File: src/rtl/ab_frame_sync.sv
// Frame synchroniser and byte assembler for absolute-code dibits: hunts for SYNC_WORD,
// packs payload into bytes, and flywheels over up to LOSS_CNT-1 consecutive sync misses.
module ab_frame_sync #(
  parameter logic [15:0] SYNC_WORD   = 16'hEB90,
  parameter int          MAX_ERR     = 1,
  parameter int          FRAME_BYTES = 8,
  parameter int          LOSS_CNT    = 3
) (
  input  logic       clk,
  input  logic       rst_n,
  input  logic [1:0] ab,
  input  logic       ab_valid,
  output logic [7:0] byte_out,
  output logic       byte_valid,
  output logic       sof,
  output logic       locked,
  output logic       sync_miss
);

  typedef enum logic [1:0] {HUNT, PAYLOAD, VERIFY} state_t;

  localparam logic [4:0] ERR_LIM   = 5'(MAX_ERR);
  localparam logic [7:0] LAST_BYTE = 8'(FRAME_BYTES - 1);
  localparam logic [2:0] LOSS_LIM  = 3'(LOSS_CNT);

  state_t      r_state, w_state_nxt;
  logic [15:0] r_sr, w_sr_nxt, w_sr_shift;
  logic [5:0]  r_bsr, w_bsr_nxt;
  logic [2:0]  r_dcnt, w_dcnt_nxt;
  logic [7:0]  r_bcnt, w_bcnt_nxt;
  logic [2:0]  r_miss, w_miss_nxt, w_miss_inc;
  logic [7:0]  r_bout, w_bout_nxt;
  logic        r_bv, w_bv_nxt;
  logic        r_sof, w_sof_nxt;
  logic        r_smiss, w_smiss_nxt;
  logic        r_locked, w_locked_nxt;
  logic [4:0]  w_dist;
  logic        w_match;

  function automatic logic [4:0] popcnt16(input logic [15:0] v);
    logic [4:0] n;
    n = '0;
    for (int i = 0; i < 16; i++) n = n + 5'(v[i]);
    return n;
  endfunction

  // Match is judged on the window that already includes this cycle's dibit.
  assign w_sr_shift = {r_sr[13:0], ab};
  assign w_dist     = popcnt16(w_sr_shift ^ SYNC_WORD);
  assign w_match    = (w_dist <= ERR_LIM);
  assign w_miss_inc = r_miss + 3'd1;

  always_ff @(posedge clk or negedge rst_n) begin
    if (!rst_n) begin
      r_state  <= HUNT;
      r_sr     <= '0;
      r_bsr    <= '0;
      r_dcnt   <= '0;
      r_bcnt   <= '0;
      r_miss   <= '0;
      r_bout   <= '0;
      r_bv     <= 1'b0;
      r_sof    <= 1'b0;
      r_smiss  <= 1'b0;
      r_locked <= 1'b0;
    end else begin
      r_state  <= w_state_nxt;
      r_sr     <= w_sr_nxt;
      r_bsr    <= w_bsr_nxt;
      r_dcnt   <= w_dcnt_nxt;
      r_bcnt   <= w_bcnt_nxt;
      r_miss   <= w_miss_nxt;
      r_bout   <= w_bout_nxt;
      r_bv     <= w_bv_nxt;
      r_sof    <= w_sof_nxt;
      r_smiss  <= w_smiss_nxt;
      r_locked <= w_locked_nxt;
    end
  end

  always_comb begin
    w_state_nxt = r_state;
    w_sr_nxt    = r_sr;
    w_bsr_nxt   = r_bsr;
    w_dcnt_nxt  = r_dcnt;
    w_bcnt_nxt  = r_bcnt;
    w_miss_nxt  = r_miss;
    w_bout_nxt  = r_bout;
    w_bv_nxt    = 1'b0;
    w_sof_nxt   = 1'b0;
    w_smiss_nxt = 1'b0;
    if (ab_valid) begin
      w_sr_nxt = w_sr_shift;
      case (r_state)
        HUNT: begin
          if (w_match) begin
            w_state_nxt = PAYLOAD;
            w_dcnt_nxt  = '0;
            w_bcnt_nxt  = '0;
            w_miss_nxt  = '0;
          end
        end
        PAYLOAD: begin
          w_bsr_nxt  = {r_bsr[3:0], ab};
          w_dcnt_nxt = {1'b0, r_dcnt[1:0] + 2'd1};
          if (r_dcnt[1:0] == 2'd3) begin
            w_bout_nxt = {r_bsr, ab};
            w_bv_nxt   = 1'b1;
            w_sof_nxt  = (r_bcnt == 8'd0);
            w_bcnt_nxt = r_bcnt + 8'd1;
            if (r_bcnt == LAST_BYTE) begin
              w_state_nxt = VERIFY;
              w_dcnt_nxt  = '0;
            end
          end
        end
        VERIFY: begin
          w_dcnt_nxt = r_dcnt + 3'd1;
          if (r_dcnt == 3'd7) begin
            w_dcnt_nxt  = '0;
            w_bcnt_nxt  = '0;
            w_state_nxt = PAYLOAD;
            if (w_match) begin
              w_miss_nxt = '0;
            end else begin
              // Flywheel: keep framing unless this miss reaches the loss limit.
              w_smiss_nxt = 1'b1;
              w_miss_nxt  = w_miss_inc;
              if (w_miss_inc == LOSS_LIM) w_state_nxt = HUNT;
            end
          end
        end
        default: w_state_nxt = HUNT;
      endcase
    end
    w_locked_nxt = (w_state_nxt != HUNT);
  end

  assign byte_out   = r_bout;
  assign byte_valid = r_bv;
  assign sof        = r_sof;
  assign sync_miss  = r_smiss;
  assign locked     = r_locked;

endmodule

File: config.mk
export PLATFORM = sky130hd
export DESIGN_NAME = ab_frame_sync
export DESIGN_NICKNAME = d
export VERILOG_FILES = /design/src/rtl/ab_frame_sync.sv
export SDC_FILE = /design/constraint.sdc
export NUM_CORES = 1
export LEC_CHECK = 0
export ABC_AREA = 0
export CAP_MARGIN = 30
export CORE_ASPECT_RATIO = 0.75
export CORE_MARGIN = 1.5
export CORE_UTILIZATION = 55
export CTS_CLUSTER_SIZE = 20
export DETAILED_ROUTE_END_ITERATION = 16
export PLACE_DENSITY = 0.77
export REMOVE_ABC_BUFFERS = 1
export SYNTH_ARGS = -nofsm -noshare
export SYNTH_HDL_FRONTEND = slang
export SYNTH_SLANG_ARGS = --single-unit
File: constraint.sdc
create_clock -name clk -period 10.01 [get_ports clk]
set_input_delay 2.5025 -clock clk [delete_from_list [all_inputs] [get_ports clk]]
set_output_delay 2.5025 -clock clk [all_outputs]
set_load 0.02 [all_outputs]
==> run summary <==
initial antenna violation count -> 0
most common cell in the netlist -> dfrtp_1
first-pass GRT wire length -> 7.62 mm
CTS tree -> built
syn avg cell area -> 10.6 um^2
post-DP HPWL -> 3.24 mm
Comb pwr share -> 48.4%
worst-margin pin slew -> 0.608 ns
Slew HR -> 59.3%
number of setup buffers added after CTS -> 0
hold depth -> 2
routed vias/inst -> 5.43
endpoint type of the worst setup path -> flip-flop
cts bufs inserted -> 5
clock root buffer -> clkbuf_8
switching pwr -> 0.000332 W
pwr/cell area -> 284 nW/um^2
placed cell area -> 2800 um^2
Iter 0 DRT Violations -> 91
Post-synth top cells -> dfrtp_1, inv_1, nand2_1
die area -> 5110 um^2
final setup fails -> 0
hold_sp -> r_sr[2]$_DFFE_PN0P_
Seq/Total Area, Yosys -> 46.6%
filler cell count -> 355
clk_lat worst skew -> 0.31 ns
initial core utilization -> 57.3%
EDFF count, synth -> 0
CTS H-tree depth -> 2
Reg power frac -> 34.1%
max_cap viols -> 0
DR pass1 iterations -> 4
hold worst-path end -> r_sr[4]$_DFFE_PN0P_
antenna-violating nets left -> 0
r2r setup slk -> 4.94 ns
clock sink count -> 48
FF-to-FF path depth -> 16
Final Max Tran Viols -> 0
nets -> 290
WL final -> 4.37 mm
Period minus WS final -> 7.28 ns
Final Cycle Share -> 72.8%
type of the worst setup path -> input port to flip-flop
asr flop ratio synth -> 100%
post-cts hold buffer count -> 0
Residual DRC -> 0
clock power share -> 17.6%
diode count -> 0
Die Y -> 62.3 um
cell area after synthesis -> 2570 um^2
# IOs -> 17
VDD IR max -> 0.156 mV
largest cells by area after synthesis -> dfrtp_1, fa_1, mux2_2
Leak -> 1.36 nW
clock tree buffer depth -> 2
RR Startpoint -> r_sr[4]$_DFFE_PN0P_
Hold Vio Cnt, Final -> 0
largest net degree at the start of global routing -> 37
vias -> 1726
Tot GR Track Use -> 19.5%
clock slew at reported path FFs -> 0.10 ns
Data arrival, critical path -> 7.53 ns
clock skew -> 0.00776 ns
Yosys cell types -> 36
worst r2r dst -> r_bcnt[4]$_DFFE_PN0P_
Tot Pwr -> 0.000827 W
P&R area growth vs syn -> 13.1%
design area -> 2910 um^2
Hold Path Class -> flip-flop to flip-flop
status -> finished clean
grt total ovfl -> 0
fin util -> 64.8%
Req. time, crit path -> 10.26 ns
Yosys warnings -> 0
hold_ws -> 0.493 ns
Core Rows -> 21
Max FO, Critical Path -> 16
Die X-Extent -> 82.0 um
gpl congestion -> 0.733
Setup crit start kind -> input port
Port Buffer Count -> 16
synthesis-stage register bit count -> 48
Sum Neg Setup Slack -> 0 ns
fraction of layout cells with a size suffix above 1 -> 12.6%
Core Box Area -> 4490 um^2
CTS resizes -> 0
area leader, netlist -> dfrtp_1
Peak Freq -> 0.137 GHz
DR WL/cell -> 13.7 um
cell-internal power -> 0.000495 W
sw frac -> 40.2%
via count of the first global-routing pass -> 1665
top-area cell type share of the netlist area -> 46.6%
Synth Flop Type -> dfrtp_1
Mapped Cells -> 243
unrepaired setup endpoints after global routing -> false
[registers in the layout, indices dropped and copies added, names as in the netlist, 2 cells and up]
name / cells
byte_out: 8
r_miss: 3
r_sr: 14
r_dcnt: 3
r_state: 2
r_bcnt: 8
r_bsr: 6
[power groups by stage]
stage | Combinational, W | Sequential, W | Clock (W)
2_1_floorplan | 0.000285 | 0.000291 | 0
3_3_place_gp | 0.000382 | 0.000284 | 0
3_5_place_dp | 0.000401 | 0.000285 | 0
4_1_cts | 0.000402 | 0.000282 | 0.000147
5_1_grt | 0.000448 | 0.000290 | 0.000154
6_report | 0.000400 | 0.000282 | 0.000145
[worst max-delay path by stage]
stage | from | endpoint | slack [ns] | cells after the start
2_1_floorplan | ab[0] | r_bcnt[4]$_DFFE_PN0P_ | 3.21 | 14
3_3_place_gp | ab[0] | r_bcnt[4]$_DFFE_PN0P_ | 2.50 | 15
3_5_place_dp | ab[1] | r_bcnt[4]$_DFFE_PN0P_ | 2.40 | 15
4_1_cts | ab[0] | r_bcnt[4]$_DFFE_PN0P_ | 2.72 | 15
5_1_grt | ab[1] | r_bcnt[4]$_DFFE_PN0P_ | 2.47 | 15
6_report | ab[0] | r_bcnt[4]$_DFFE_PN0P_ | 2.73 | 15
[cells in the final DEF (no fill, tap or decap), types with 4 or more instances in the layout]
master / instances
ha_1: 15
mux2_2: 17
dfrtp_1: 48
nand2_1: 29
nand2b_1: 4
clkbuf_8: 5
a21oi_1: 4
inv_1: 34
clkdlybuf4s50_1: 15
o21ai_0: 25
nand3_1: 11
fa_1: 10
[critical path: stages]
cell and delay, ns:
clkdlybuf4s50_1 0.49, fa_1 0.58, fa_1 0.44, fa_1 0.51, inv_1 0.05, fa_1 0.43
inv_1 0.07, ha_1 0.16, inv_1 0.06, fa_1 0.42, a211o_1 0.28, a2111oi_4 0.53
o211ai_2 0.33, or4b_1 0.59, nand3_1 0.09
[metal layers]
metal  share of wire (%)  up-vias  global-route usage (%)
li1                    -      850                       -
met1                  52      836                    28.9
met5                   0        -                       0
met3                 4.5        5                    5.15
met4                0.87        0                    5.93
met2                  43       35                    28.1
[cell families (layout without fill, tap and decap cells)]
| logic type | count (synthesis) | after routing | synth area share [%] |
|---|---|---|---|
| AND/OR/NAND/NOR | 64 | 64 | 12.4 |
| XOR/XNOR | 1 | 1 | 0.340 |
| multiplexers | 17 | 17 | 7.43 |
| AO/OA/AOI/OAI | 46 | 46 | 11.9 |
| adder cells (fa/ha/maj) | 25 | 25 | 15.1 |
| flip-flops | 48 | 48 | 46.6 |
| buffers and inverters | 42 | 60 | 6.22 |
[per-stage QoR]
step,std cells,setup WS (ns)
finish,318,2.73
global route,318,2.47
CTS,318,2.72
detailed placement,310,2.40
global placement,309,2.50
floorplan,235,3.21
[area by class of cell]
class                      instances  area [um^2]  area share [%]
clock buffer                       5         68.8            2.36
inverter                          34          128            4.38
sequential                        48         1200            41.3
clock inverter                     3         46.3            1.59
multi-input combinational        153         1210            41.7
tap                               57         71.3            2.45
timing repair buffer              18          183            6.27
Note: power is estimated with default switching activity, not from simulation.
